`src/rtl/readout_rx_bin_controller_pkg.sv`:
```
// Shared types for the readout RX bin controller: FSM state encodings.
package readout_rx_bin_controller_pkg;

    localparam int unsigned RX_BIN_CTRL_STATE_WIDTH = 3;

    typedef enum logic [RX_BIN_CTRL_STATE_WIDTH-1:0] {
        RX_BIN_CTRL_IDLE   = 3'd0,
        RX_BIN_CTRL_START  = 3'd1,
        RX_BIN_CTRL_ACCUM  = 3'd2,
        RX_BIN_CTRL_SETTLE = 3'd3,
        RX_BIN_CTRL_RESULT = 3'd4
    } rx_bin_ctrl_state_e;

endpackage

```
`src/rtl/readout_rx_sample_counter.sv`:
```
// Window sample counter: latches the window length, counts forwarded samples,
// and flags when the current sample is the last one of the window.
module readout_rx_sample_counter #(
    parameter int unsigned WIDTH = 16
) (
    input  logic             clk,
    input  logic             rst,
    input  logic             load,
    input  logic [WIDTH-1:0] len_in,
    input  logic             clear,
    input  logic             inc,
    output logic             last_c
);

    logic [WIDTH-1:0] len_q;
    logic [WIDTH-1:0] count_q;

    always_ff @(posedge clk or negedge rst) begin
        if (!rst) begin
            len_q   <= '0;
            count_q <= '0;
        end else begin
            if (load) begin
                len_q <= len_in;
            end
            if (clear) begin
                count_q <= '0;
            end else if (inc) begin
                count_q <= count_q + WIDTH'(1);
            end
        end
    end

    // len is never 0 when counting, so len-1 cannot wrap
    assign last_c = (count_q == (len_q - WIDTH'(1)));

endmodule

```
`src/rtl/readout_rx_bin_controller.sv`:
```
// Sequences one readout RX bin accumulator over a measurement window and
// hands the final bin count and state decision back to the scheduler.
module readout_rx_bin_controller
    import readout_rx_bin_controller_pkg::*;
#(
    parameter int unsigned BIN_COUNTER_WIDTH  = 16,
    parameter int unsigned SAMPLE_COUNT_WIDTH = 16
) (
    input  logic                          clk,
    input  logic                          rst,
    input  logic [SAMPLE_COUNT_WIDTH-1:0] cfg_num_samples,
    input  logic                          meas_req,
    output logic                          meas_ack,
    output logic                          cfg_err,
    input  logic                          abort,
    input  logic                          sample_valid,
    output logic                          acc_start_count,
    output logic                          acc_valid_in,
    input  logic [BIN_COUNTER_WIDTH-1:0]  acc_bin_count,
    output logic                          result_valid,
    input  logic                          result_ready,
    output logic [BIN_COUNTER_WIDTH-1:0]  result_count,
    output logic                          result_state,
    output logic                          busy,
    output logic                          sample_drop
);

    localparam int unsigned BCW = BIN_COUNTER_WIDTH;
    localparam int unsigned SCW = SAMPLE_COUNT_WIDTH;

    rx_bin_ctrl_state_e state_q;
    rx_bin_ctrl_state_e state_d;

    logic cfg_legal_c;
    logic accept_c;
    logic drop_state_c;
    logic count_clear_c;
    logic count_inc_c;
    logic sample_last_c;
    logic result_load_c;

    // Window length below the accumulator midpoint keeps the up/down count from wrapping
    assign cfg_legal_c = (cfg_num_samples != '0) && ((cfg_num_samples >> (BCW - 1)) == '0);

    readout_rx_sample_counter #(
        .WIDTH (SCW)
    ) u_sample_counter (
        .clk    (clk),
        .rst    (rst),
        .load   (accept_c),
        .len_in (cfg_num_samples),
        .clear  (count_clear_c),
        .inc    (count_inc_c),
        .last_c (sample_last_c)
    );

    always_ff @(posedge clk or negedge rst) begin
        if (!rst) begin
            state_q <= RX_BIN_CTRL_IDLE;
        end else begin
            state_q <= state_d;
        end
    end

    always_comb begin
        state_d       = state_q;
        accept_c      = 1'b0;
        cfg_err       = 1'b0;
        acc_valid_in  = 1'b0;
        count_clear_c = 1'b0;
        count_inc_c   = 1'b0;
        drop_state_c  = 1'b0;
        result_load_c = 1'b0;
        unique case (state_q)
            RX_BIN_CTRL_IDLE: begin
                drop_state_c = 1'b1;
                if (meas_req) begin
                    if (cfg_legal_c) begin
                        accept_c = 1'b1;
                        state_d  = RX_BIN_CTRL_START;
                    end else begin
                        cfg_err = rst;
                    end
                end
            end
            RX_BIN_CTRL_START: begin
                drop_state_c  = 1'b1;
                count_clear_c = 1'b1;
                state_d       = abort ? RX_BIN_CTRL_IDLE : RX_BIN_CTRL_ACCUM;
            end
            RX_BIN_CTRL_ACCUM: begin
                // abort wins over a coincident sample, which is then not forwarded
                if (abort) begin
                    state_d = RX_BIN_CTRL_IDLE;
                end else begin
                    acc_valid_in = sample_valid;
                    count_inc_c  = sample_valid;
                    if (sample_valid && sample_last_c) begin
                        state_d = RX_BIN_CTRL_SETTLE;
                    end
                end
            end
            RX_BIN_CTRL_SETTLE: begin
                drop_state_c = 1'b1;
                if (abort) begin
                    state_d = RX_BIN_CTRL_IDLE;
                end else begin
                    result_load_c = 1'b1;
                    state_d       = RX_BIN_CTRL_RESULT;
                end
            end
            RX_BIN_CTRL_RESULT: begin
                drop_state_c = 1'b1;
                if (result_ready) begin
                    state_d = RX_BIN_CTRL_IDLE;
                end
            end
            default: begin
                state_d = RX_BIN_CTRL_IDLE;
            end
        endcase
    end

    // Registered status outputs track the state being entered
    always_ff @(posedge clk or negedge rst) begin
        if (!rst) begin
            meas_ack        <= 1'b0;
            acc_start_count <= 1'b0;
            busy            <= 1'b0;
            result_valid    <= 1'b0;
            sample_drop     <= 1'b0;
            result_count    <= '0;
            result_state    <= 1'b0;
        end else begin
            meas_ack        <= accept_c;
            acc_start_count <= (state_d == RX_BIN_CTRL_START);
            busy            <= (state_d != RX_BIN_CTRL_IDLE);
            result_valid    <= (state_d == RX_BIN_CTRL_RESULT);
            sample_drop     <= sample_valid && drop_state_c;
            if (result_load_c) begin
                result_count <= acc_bin_count;
                result_state <= acc_bin_count[BCW-1];
            end
        end
    end

endmodule
```
`config.mk`:
```
export PLATFORM = sky130hd
export DESIGN_NAME = readout_rx_bin_controller
export DESIGN_NICKNAME = d
export VERILOG_FILES = /design/src/rtl/readout_rx_bin_controller_pkg.sv /design/src/rtl/readout_rx_sample_counter.sv /design/src/rtl/readout_rx_bin_controller.sv
export SDC_FILE = /design/constraint.sdc
export NUM_CORES = 1
export LEC_CHECK = 0
export BUFFER_PORTS_ARGS = -buffer_cell sky130_fd_sc_hd__buf_2
export CORE_MARGIN = 4
export CORE_UTILIZATION = 49
export DETAILED_ROUTE_END_ITERATION = 12
export PLACE_DENSITY = 0.87
export RECOVER_POWER = 50
export SETUP_SLACK_MARGIN = 0.05
export SLEW_MARGIN = 20
export SYNTH_ARGS = -nofsm -noshare
export SYNTH_HDL_FRONTEND = slang
export SYNTH_SLANG_ARGS = --single-unit
```
`constraint.sdc`:
```
create_clock -name clk -period 1.9 [get_ports clk]
set_clock_uncertainty 0.05 [all_clocks]
set_input_delay 0.38 -clock clk [delete_from_list [all_inputs] [get_ports clk]]
set_output_delay 0.38 -clock clk [all_outputs]
set_load 0.01 [all_outputs]
```
Yosys cells after proc, flatten, opt, wreduce, memory -nomap -nowiden:

Index checks and enable logic that the tools add are counted.

* add/subtract/negate cells: 2
* equal/unequal tests: 7
* bitwise logic cells: 0
* multiply operators: 0
* order comparisons: 0
* reduce and logical (&&, ||, !) cells: 9
* div/mod/pow operators: 0
* multiplexer cells: 22
* shift-type cells: 0

Operators with widths (number)
* 2-to-1 mux 16 bit: 2
* 2-to-1 mux 3 bit: 6
* adder 16 x 1 -> 16 bit (second input constant): 1
* == test 16 bit: 1
* zero test 16 bit: 1
* nonzero test 16 bit: 1
* subtractor 16 x 1 -> 16 bit (second input constant): 1
* case mux 3 bit (5 select lines): 1
* 2-to-1 mux 1 bit: 12
* == test 3 x 1 -> 1 bit (second input constant): 2
* == test 3 x 2 -> 1 bit (second input constant): 2
* == test 3 bit (second input constant): 2
* OR reduction 4 bit: 1
* logical AND 1 bit: 3
* zero test 3 bit: 1
* nonzero test 3 bit: 1
* 2-to-1 mux 2 bit: 1
* nonzero test 2 bit: 1

* bits in read-only memories: 0
* bits in registers: 57
* bits in latches: 0
* logic and storage cells: 50
* bits in writable memories: 0
* output and inout bits: 24
* memories: 0
* input bits: 38

Depth between registers and ports, before layout:

Gate-level depths: netlist of run 1.

* depth in word-level cells: 7
* mapped depth: 9

Hierarchy:

From an unflattened synthesis of run 1, not the netlist that was laid out.

* cell total of the unflattened synthesis: 268
* area total of the unflattened synthesis: 2944.1 sq um

Modules (own cells, without submodules)
* readout_rx_sample_counter: instances 1, area an instance 1918.1 sq um, cells an instance 198, sequential area each 800.8 sq um
* readout_rx_bin_controller: instances 1, area an instance 1026.0 sq um, cells an instance 70, sequential area each 600.6 sq um

Worst setup path after synthesis of run 1:

Ideal clock, no wire load.

* path kind: register to register
* start: reg u_sample_counter.len_q[0]
* end: reg state_q[0]
* setup slack: -157 ps
* arrival time: 1869 ps
* library setup time: 138 ps
* stages on the path, launching flop included: 10
* data required time: 1712 ps
* buffers on the path: 1
* cell sequence: dfrtp_1 buf_6 inv_1 ha_1 nor3b_2 and4b_1 mux2i_1 a31oi_1 o22ai_1 o21ai_1

* longest elaborated chain between the ends: 6

Ends and longest elaborated chain
* start, declared: RTL line readout_rx_sample_counter.sv:15 `logic [WIDTH-1:0] len_q;`
* start signal, assigned: RTL line readout_rx_sample_counter.sv:24 `len_q <= len_in;`
* subtractor 16 x 1 -> 16 bit: RTL line readout_rx_sample_counter.sv:35 `assign last_c = (count_q == (len_q - WIDTH'(1)));`
* == test 16 bit: RTL line readout_rx_sample_counter.sv:35
* logical AND 1 bit: RTL line readout_rx_bin_controller.sv:98 `if (sample_valid && sample_last_c) begin`
* 2-to-1 mux 3 bit: RTL line readout_rx_bin_controller.sv:98
* 2-to-1 mux 3 bit: RTL line readout_rx_bin_controller.sv:93 `if (abort) begin`
* case mux 3 bit (5 select lines): RTL line readout_rx_bin_controller.sv:74 `unique case (state_q)`
* named net state_d[0]: RTL line readout_rx_bin_controller.sv:32 `rx_bin_ctrl_state_e state_d;`
* end signal, assigned: RTL line readout_rx_bin_controller.sv:61 `state_q <= state_d;`
* end, declared: RTL line readout_rx_bin_controller.sv:31 `rx_bin_ctrl_state_e state_q;`

The timed path passes the listed nets, and every way through them passes these cells.
A chain may end at the register's enable or synchronous reset.

Worst setup path in the final report of run 1:

* start: reg u_sample_counter.len_q[7]
* end: reg state_q[0]

The elaborated chain is that of the path after synthesis.

==> results of run 1 <==
## worst register-to-register path, cell delays in order (launching register included)
cell                      delay, ns
sky130_fd_sc_hd__dfrtp_1       0.41
sky130_fd_sc_hd__nor4_2        0.27
sky130_fd_sc_hd__buf_4         0.16
sky130_fd_sc_hd__nand3_2       0.09
sky130_fd_sc_hd__or4b_4        0.55
sky130_fd_sc_hd__a31oi_4       0.16
sky130_fd_sc_hd__o22ai_2       0.10
sky130_fd_sc_hd__o21ai_1       0.15
## power breakdown
part / switching, mW / internal, mW
logic: 0.620 / 0.574
clock network: 0.391 / 0.392
registers: 0.184 / 1.40
## cell usage in the layout (no fill, tap or decap), types with 5 or more instances in the layout
cell type | netlist | final
sky130_fd_sc_hd__buf_2 | 5 | 52
sky130_fd_sc_hd__buf_4 | 1 | 35
sky130_fd_sc_hd__clkbuf_1 | 5 | 10
sky130_fd_sc_hd__clkbuf_8 | 0 | 5
sky130_fd_sc_hd__dfrtp_1 | 56 | 53
sky130_fd_sc_hd__inv_1 | 9 | 7
sky130_fd_sc_hd__mux2_1 | 9 | 9
sky130_fd_sc_hd__mux2_2 | 8 | 8
sky130_fd_sc_hd__nand2_1 | 49 | 45
sky130_fd_sc_hd__nand3_1 | 8 | 7
sky130_fd_sc_hd__nand4_1 | 6 | 6
sky130_fd_sc_hd__nor2_1 | 29 | 28
sky130_fd_sc_hd__nor4_1 | 6 | 5
sky130_fd_sc_hd__o21ai_0 | 7 | 6
sky130_fd_sc_hd__xnor2_1 | 13 | 13
sky130_fd_sc_hd__xor2_1 | 19 | 19
## path summary, 6_finish.rpt
check                                          start                         to  cells past startpoint
hold reg to reg                     result_count[10]           result_count[10]                      1
setup / recovery           u_sample_counter.len_q[7]                 state_q[0]                      7
max in group asynchronous                        rst  u_sample_counter.len_q[1]                      2
hold / removal                    cfg_num_samples[3]  u_sample_counter.len_q[3]                      3
setup reg to reg           u_sample_counter.len_q[7]                 state_q[0]                      7
min in group asynchronous                        rst            result_count[5]                      2
## flip-flops by register name, indices dropped and copies added, names as in the netlist, 3 cells and up
| signal | count |
|---|---|
| u_sample_counter.len_q | 16 |
| state_q | 3 |
| u_sample_counter.count_q | 16 |
| result_count | 16 |
## per-stage QoR
stage	instance area, µm²	TNS (ns)	setup slack [ns]	std cells
after detailed placement	3490	-0.207	-0.127	444
after global routing	3780	-1.42	-0.250	462
after global placement	3490	-0.00996	-0.00996	444
after floorplan	2960	-0.105	-0.0636	296
final	3780	-0.290	-0.121	462
after CTS	3680	-0.194	-0.105	454
## what timing repair did
action                                  4_1_cts  5_1_grt
gates resized for setup                      15       16
pin swaps                                    10       15
hold endpoints to repair                      0        0
endpoints found under the setup margin        9       15
setup buffers                                 2        8
## cell families after synthesis
group                    count (synthesis)  synth area share
multiplexers                            20            0.0754
flip-flops                              56             0.477
adder cells (fa/ha/maj)                  2           0.00852
buffers and inverters                   26            0.0422
AND/OR/NAND/NOR                        131             0.237
AO/OA/AOI/OAI                           29            0.0647
XOR/XNOR                                32            0.0954
## routing by layer
layer  track usage  part of all wire
met4         0.114             0.031
met5             0                 0
met1         0.279              0.41
met2         0.370              0.51
met3        0.0369             0.053
## layout make-up
cell class | instances | share of cell area
timing repair buffer | 101 | 0.161
sequential | 56 | 0.372
clock buffer | 6 | 0.0192
inverter | 11 | 0.0123
tap | 72 | 0.0238
clock inverter | 2 | 0.00927
multi-input combinational | 214 | 0.403
==> run summary, run 1 <==
status: finished with violations
failing checks: negative setup slack
FF-to-FF setup slack: -0.12 ns
final-stage net count: 429
Max rail drop VDD: 535 µV
leading cell type by number of instances after synthesis: sky130_fd_sc_hd__dfrtp_1
via count of the first global-routing pass: 2624
site row count: 27
flop and latch count out of synthesis: 56
number of sinks driven by the clock tree: 56
fraction of final layout cells sized beyond drive strength 1: 0.362
RSZ-0062 raised after global routing: yes
CP bufs+invs: 1
ranking of synthesized cells by area: sky130_fd_sc_hd__dfrtp_1, sky130_fd_sc_hd__nand2_1, sky130_fd_sc_hd__xor2_1
pin count of the biggest net entering global routing: 57
P&R area growth vs syn: 28.6%
count of different cell masters after synthesis: 53
Post-Synthesis Cell Area: 0.00294 mm²
Placeable Area: 0.00568 mm²
critical path fanouts, max: 2
fraction of registers with async set or reset after synthesis: 1.00
Critical-path top delay cell: sky130_fd_sc_hd__or4b_4
post-DP HPWL: 5.53 mm
upper clock frequency limit: 0.495 GHz
vias per cell: 5.62
global-route wire length before repair: 12.9 mm
Total Power: 3.56 mW
CTS tree: built
Starting Density: 0.518
latest clock arrival within the worst-skew pair: 0.31 ns
Cell Chain, Critical Path: nor4_2 -> buf_4 -> nand3_2 -> or4b_4 -> a31oi_4 -> o22ai_2 -> o21ai_1
Filler Cell Count: 399
data arrival time of the critical path: 2.21 ns
Layout Utilization: 0.666
data required time of the critical path: 2.09 ns
I/O pin count: 62
per-instance average area after synthesis: 9.93 µm²
delay of the slowest cell on the worst path: 0.55 ns
number of standard cells after synthesis: 296
Avg WL per Cell: 17.8 µm
number of diodes added for antenna fixing: 0
via count: 2598
worst-margin pin slew: 1.38 ns
power density cells: 943 mW/mm²
CP Launch Type: flip-flop
type of the worst min-delay path: in2reg
Synth Net Count: 336
final worst hold slack: 0.222 ns
Final Hold Viols: 0
part of the cycle the worst path needs: 1.06
portion of synthesized cell area occupied by the leading cell type: 0.477
Root Buffer Master: sky130_fd_sc_hd__clkbuf_8
number of design-rule violations left by the first detailed-router iteration: 293
port bufs: 61
leakage power: 1.81 nW
total of endpoints with negative setup slack in the final report: 4
count of hold buffers inserted by post-cts repair: 0
Die Span Y: 85.4 µm
Routed Wire Length: 8.24 mm
count of flip-flops with a built-in enable after synthesis: 0
initial antenna violation count: 0
ANT nets after route: 0
H-tree level count: 2
category of the most critical setup path: reg2reg
number of warnings reported in the yosys synthesis log: 0
maximum root-to-sink buffer count: 2
top post-synthesis cells by count: sky130_fd_sc_hd__dfrtp_1, sky130_fd_sc_hd__nand2_1, sky130_fd_sc_hd__nor2_1
RD Place Congestion: 0.833
cell family with most CP delay: simple AND/OR/NAND/NOR gates
multi-input combinational cell area: 0.00152 mm²
worst-case headroom to the max-slew limit: 0.0824
minimum period implied by the final worst setup slack: 2.02 ns
total gr overflow: 0
Max Cap Viol: 0
final setup margin: -0.121 ns
Storage cell area: 0.00141 mm²
die outline width: 85.4 µm
detailed-routing iteration count for the pre-antenna-repair pass: 4
area leader, netlist: sky130_fd_sc_hd__dfrtp_1
number of slew-limit violations in the final report: 0
DIE AREA: 0.00730 mm²
most used flip-flop cell after synthesis: sky130_fd_sc_hd__dfrtp_1
Worst setup EP type: flip-flop
clock-pin slew reported for the worst setup and hold paths after clock tree synthesis: 0.10 ns
number of buffers created by CTS: 5
overall track demand over capacity in global routing: 0.223
share of synthesized area occupied by flip-flops and latches: 0.477
total DRC errors in the routed layout: 0
No activity file was read; power rests on OpenSTA's default activity.
==> run 2: changes to the inputs <==
Settings changed: ABC_AREA set to 1, PLACE_DENSITY 0.87 to 0.86, RECOVER_POWER 50 to unset.
==> run summary, run 2 <==
status: completed
Avg WL per Cell: 13.8 µm
cell area after placement: 0.00341 mm²
upper clock frequency limit: 0.539 GHz
site row count: 28
total gr overflow: 0
vias per cell: 5.24
multi-input combinational cell area: 0.00149 mm²
final-stage net count: 486
Filler Cell Count: 510
sum of negative setup slack: 0 ns
part of the cycle the worst path needs: 0.976
count of different cell masters after synthesis: 38
number of design-rule violations left by the first detailed-router iteration: 187
portion of synthesized cell area occupied by the leading cell type: 0.465
Cell Chain, Critical Path: inv_2 -> nand2_2 -> nor3_2 -> buf_4 -> nand2_2 -> a21oi_2 -> buf_2
total DRC errors in the routed layout: 0
die outline width: 86.4 µm
post-DP HPWL: 5.45 mm
critical path fanouts, max: 4
detailed-routing iteration count for the pre-antenna-repair pass: 4
Storage cell area: 0.00140 mm²
registers with the most flip-flops: result_count: 16 flops, u_sample_counter.count_q: 16 flops, u_sample_counter.len_q: 16 flops
worst r2r path cells: 9
number of diodes added for antenna fixing: 0
Max rail drop VDD: 653 µV
number of buffers created by CTS: 5
ranking of synthesized cells by area: sky130_fd_sc_hd__dfrtp_1, sky130_fd_sc_hd__nand2_1, sky130_fd_sc_hd__mux2_2
CP bufs+invs: 3
Max Cap Viol: 0
area leader, netlist: sky130_fd_sc_hd__dfrtp_1
data required time of the critical path: 1.47 ns
ANT nets after route: 0
CTS tree: built
P&R area growth vs syn: 20.9%
top post-synthesis cells by count: sky130_fd_sc_hd__nand2_1, sky130_fd_sc_hd__dfrtp_1, sky130_fd_sc_hd__nor2_1
Routed Wire Length: 7.21 mm
Final Hold Viols: 0
CP Launch Type: flip-flop
Starting Density: 0.506
RSZ-0062 raised after global routing: yes
cell family with most CP delay: flip-flops
number of sinks driven by the clock tree: 56
count of flip-flops with a built-in enable after synthesis: 0
via count: 2735
global-route wire length before repair: 12.1 mm
pre-CTS worst setup slack: -0.00135 ns
number of slew-limit violations in the final report: 0
port bufs: 61
total of endpoints with negative setup slack in the final report: 0
Levels on crit path: 7
minimum period implied by the final worst setup slack: 1.85 ns
DIE AREA: 0.00747 mm²
pin count of the biggest net entering global routing: 57
latest clock arrival within the worst-skew pair: 0.32 ns
clock-pin slew reported for the worst setup and hold paths after clock tree synthesis: 0.10 ns
most common cell type on the critical path: sky130_fd_sc_hd__nand2_2
maximum root-to-sink buffer count: 2
worst-margin pin slew: 0.717 ns
initial antenna violation count: 0
power density cells: 889 mW/mm²
commonest non-fill, non-tap cells in the layout: sky130_fd_sc_hd__nand2_1, sky130_fd_sc_hd__buf_2, sky130_fd_sc_hd__dfrtp_1
data arrival time of the critical path: 1.42 ns
leakage power: 1.90 nW
delay of the slowest cell on the worst path: 0.44 ns
flop and latch count out of synthesis: 56
most used flip-flop cell after synthesis: sky130_fd_sc_hd__dfrtp_1
Critical-path top delay cell: sky130_fd_sc_hd__dfrtp_1
number of warnings reported in the yosys synthesis log: 0
Die Span Y: 86.4 µm
fraction of final layout cells sized beyond drive strength 1: 0.300
Placeable Area: 0.00596 mm²
per-instance average area after synthesis: 8.03 µm²
fraction of registers with async set or reset after synthesis: 1.00
Post-Synthesis Cell Area: 0.00301 mm²
worst-case headroom to the max-slew limit: 0.522
Total Power: 3.24 mW
category of the most critical setup path: reg2out
count of hold buffers inserted by post-cts repair: 0
H-tree level count: 2
Root Buffer Master: sky130_fd_sc_hd__clkbuf_8
leading cell type by number of instances after synthesis: sky130_fd_sc_hd__nand2_1
overall track demand over capacity in global routing: 0.205
I/O pin count: 62
Worst setup EP type: primary output
final setup margin: 0.0454 ns
Synth Net Count: 415
leading cell type in the layout, fill and taps excluded: sky130_fd_sc_hd__nand2_1
type of the worst min-delay path: in2async
post-layout instance area: 0.00364 mm²
share of synthesized area occupied by flip-flops and latches: 0.465
RD Place Congestion: 0.844
via count of the first global-routing pass: 2737
final worst hold slack: 0.203 ns
number of standard cells after synthesis: 375
## run 2: report_power, final
group,internal (mW),leakage [nW],switching (mW),total (mW)
Sequential,1.37,0.735,0.166,1.54
Clock,0.399,0.0558,0.409,0.808
Combinational,0.391,1.11,0.499,0.891
Total,2.16,1.90,1.07,3.24
## run 2: final cells by class
| type | instances | area share |
|---|---|---|
| multi-input combinational | 272 | 0.410 |
| sequential | 56 | 0.385 |
| inverter | 39 | 0.0419 |
| clock buffer | 6 | 0.0199 |
| clock inverter | 2 | 0.0106 |
| tap | 75 | 0.0258 |
| timing repair buffer | 72 | 0.106 |
## run 2: logic make-up after synthesis
group,synth area share
xor+xnor,0.0291
simple gates,0.312
flops,0.465
fa+ha+maj,0.00830
mux,0.0598
compound gates,0.0610
buf+inv,0.0644
## run 2: through the flow
| step | utilization | std cells |
|---|---|---|
| 2_1_floorplan | - | 375 |
| 3_3_place_gp | 0.573 | 509 |
| 3_5_place_dp | 0.573 | 509 |
| 4_1_cts | 0.596 | 520 |
| 5_1_grt | 0.612 | 522 |
| 6_report | 0.612 | 522 |
## run 2: path summary, 6_finish.rpt
path | slack, ns | start | to
max in group asynchronous | 1.08 | rst | state_q[0]
min | 0.20 | rst | u_sample_counter.len_q[6]
min in group clk | 0.22 | cfg_num_samples[6] | u_sample_counter.len_q[6]
min reg2reg | 0.46 | result_count[1] | result_count[1]
max | 0.05 | state_q[2] | cfg_err
max reg2reg | 0.10 | state_q[2] | u_sample_counter.count_q[14]
## run 2: routing by layer
| layer | vias up | track usage | part of all wire |
|---|---|---|---|
| met5 | - | 0 | 0 |
| met4 | 0 | 0.0864 | 0.028 |
| met3 | 20 | 0.0570 | 0.080 |
| met2 | 109 | 0.344 | 0.48 |
| met1 | 1259 | 0.246 | 0.41 |
| li1 | 1347 | - | - |
## run 2: timing repair
item                                   4_1_cts  5_1_grt
setup endpoints to repair                    5       25
buffers inserted                             3        2
resized for setup                            2       25
endpoints found under the hold margin        0        0
pin swaps                                    1        3
==> run 3: changes to the inputs <==
Settings changed: CTS_BUF_LIST set to sky130_fd_sc_hd__clkbuf_8 sky130_fd_sc_hd__clkbuf_16.
==> run summary, run 3 (synthesis gave the netlist of run 2 again) <==
sum of negative setup slack: 0 ns
CP Launch Type: flip-flop
detailed-routing iteration count for the pre-antenna-repair pass: 4
overall track demand over capacity in global routing: 0.205
I/O pin count: 62
Worst setup EP type: primary output
post-layout instance area: 0.00371 mm²
H-tree level count: 2
R2R Path Start: state_q[0]
Routed Wire Length: 7.42 mm
site row count: 28
part of the cycle the worst path needs: 0.977
timing startpoint of the critical path: state_q[2]
final-stage net count: 490
category of the most critical setup path: reg2out
total DRC errors in the routed layout: 0
latest clock arrival within the worst-skew pair: 0.32 ns
post-DP HPWL: 5.45 mm
number of buffers created by CTS: 5
Die Span Y: 86.4 µm
r2r endpoint: u_sample_counter.count_q[8]
worst-margin pin slew: 0.711 ns
die outline width: 86.4 µm
status: completed
maximum root-to-sink buffer count: 2
port bufs: 61
Placeable Area: 0.00596 mm²
Max Cap Viol: 0
upper clock frequency limit: 0.539 GHz
FF-to-FF setup slack: 0.09 ns
ANT nets after route: 0
CTS tree: built
DIE AREA: 0.00747 mm²
global-route wire length before repair: 12.1 mm
clock-pin slew reported for the worst setup and hold paths after clock tree synthesis: 0.10 ns
Root Buffer Master: sky130_fd_sc_hd__clkbuf_8
total gr overflow: 0
via count of the first global-routing pass: 2737
Final Hold Viols: 0
registers with the most flip-flops: result_count: 16 flops, u_sample_counter.count_q: 16 flops, u_sample_counter.len_q: 16 flops
Filler Cell Count: 497
RD Place Congestion: 0.844
endpoint of the worst setup timing path: cfg_err
power density cells: 872 mW/mm²
worst-case headroom to the max-slew limit: 0.526
number of design-rule violations left by the first detailed-router iteration: 210
type of the worst min-delay path: in2async
Max rail drop VDD: 636 µV
data arrival time of the critical path: 1.43 ns
vias per cell: 5.27
initial antenna violation count: 0
pin count of the biggest net entering global routing: 57
leakage power: 1.93 nW
RSZ-0062 raised after global routing: yes
cell area after placement: 0.00341 mm²
Starting Density: 0.506
number of diodes added for antenna fixing: 0
via count: 2771
worst r2r path cells: 10
minimum period implied by the final worst setup slack: 1.86 ns
leading cell type in the layout, fill and taps excluded: sky130_fd_sc_hd__nand2_1
P&R area growth vs syn: 23.2%
number of slew-limit violations in the final report: 0
critical path fanouts, max: 4
data required time of the critical path: 1.47 ns
number of sinks driven by the clock tree: 56
pre-CTS worst setup slack: -0.00135 ns
total of endpoints with negative setup slack in the final report: 0
Total Power: 3.24 mW
fraction of final layout cells sized beyond drive strength 1: 0.315
final setup margin: 0.0443 ns
commonest non-fill, non-tap cells in the layout: sky130_fd_sc_hd__nand2_1, sky130_fd_sc_hd__buf_2, sky130_fd_sc_hd__dfrtp_1
Avg WL per Cell: 14.1 µm
[run 3: layout make-up]
class,instances,area [µm²],area share
multi-input combinational,272,1520,0.409
clock buffer,5,68.8,0.0185
timing repair buffer,76,432,0.116
sequential,56,1410,0.379
inverter,39,153,0.0411
clock inverter,3,42.5,0.0115
tap,75,93.8,0.0253
[run 3: worst min-delay path by stage]
stage,from,to,cells after the start
CTS,rst,u_sample_counter.len_q[6],2
floorplan,rst,acc_start_count,0
detailed placement,result_count[1],result_count[1],1
finish,rst,u_sample_counter.len_q[6],2
global placement,u_sample_counter.len_q[15],u_sample_counter.len_q[15],2
global route,cfg_num_samples[7],u_sample_counter.len_q[7],3
[run 3: metrics by stage]
| step | std cells | util | hold WS (ns) |
|---|---|---|---|
| finish | 526 | 0.623 | 0.200 |
| global route | 526 | 0.623 | 0.216 |
| CTS | 520 | 0.596 | 0.204 |
| detailed placement | 509 | 0.573 | 0.440 |
| global placement | 509 | 0.573 | 0.427 |
| floorplan | 375 | - | 0.0344 |
[run 3: worst max-delay path, stage by stage (launching register included)]
cell and delay [ns]:
sky130_fd_sc_hd__dfrtp_2 0.46, sky130_fd_sc_hd__inv_2 0.07, sky130_fd_sc_hd__nand2_2 0.05, sky130_fd_sc_hd__nor3_2 0.09, sky130_fd_sc_hd__buf_4 0.15, sky130_fd_sc_hd__nand2_2 0.05
sky130_fd_sc_hd__a21oi_2 0.09, sky130_fd_sc_hd__buf_2 0.14
[run 3: per-layer routing]
| layer | part of all wire | GRT usage |
|---|---|---|
| met1 | 0.40 | 0.246 |
| met2 | 0.49 | 0.344 |
| met3 | 0.090 | 0.0570 |
| met4 | 0.025 | 0.0864 |
| met5 | 0 | 0 |
[run 3: where the power goes]
| part | leakage, nW | switching, mW | internal (mW) | total (mW) |
|---|---|---|---|---|
| logic | 1.14 | 0.502 | 0.394 | 0.895 |
| clock network | 0.0599 | 0.407 | 0.394 | 0.801 |
| registers | 0.733 | 0.167 | 1.37 | 1.54 |
| total | 1.93 | 1.08 | 2.16 | 3.24 |
[run 3: repair_timing]
| action | in CTS | in global routing |
|---|---|---|
| setup endpoints to repair | 5 | 25 |
| hold buffers | 0 | 0 |
| setup buffers | 3 | 6 |
| gates resized for setup | 2 | 34 |
| pin swaps | 1 | 11 |
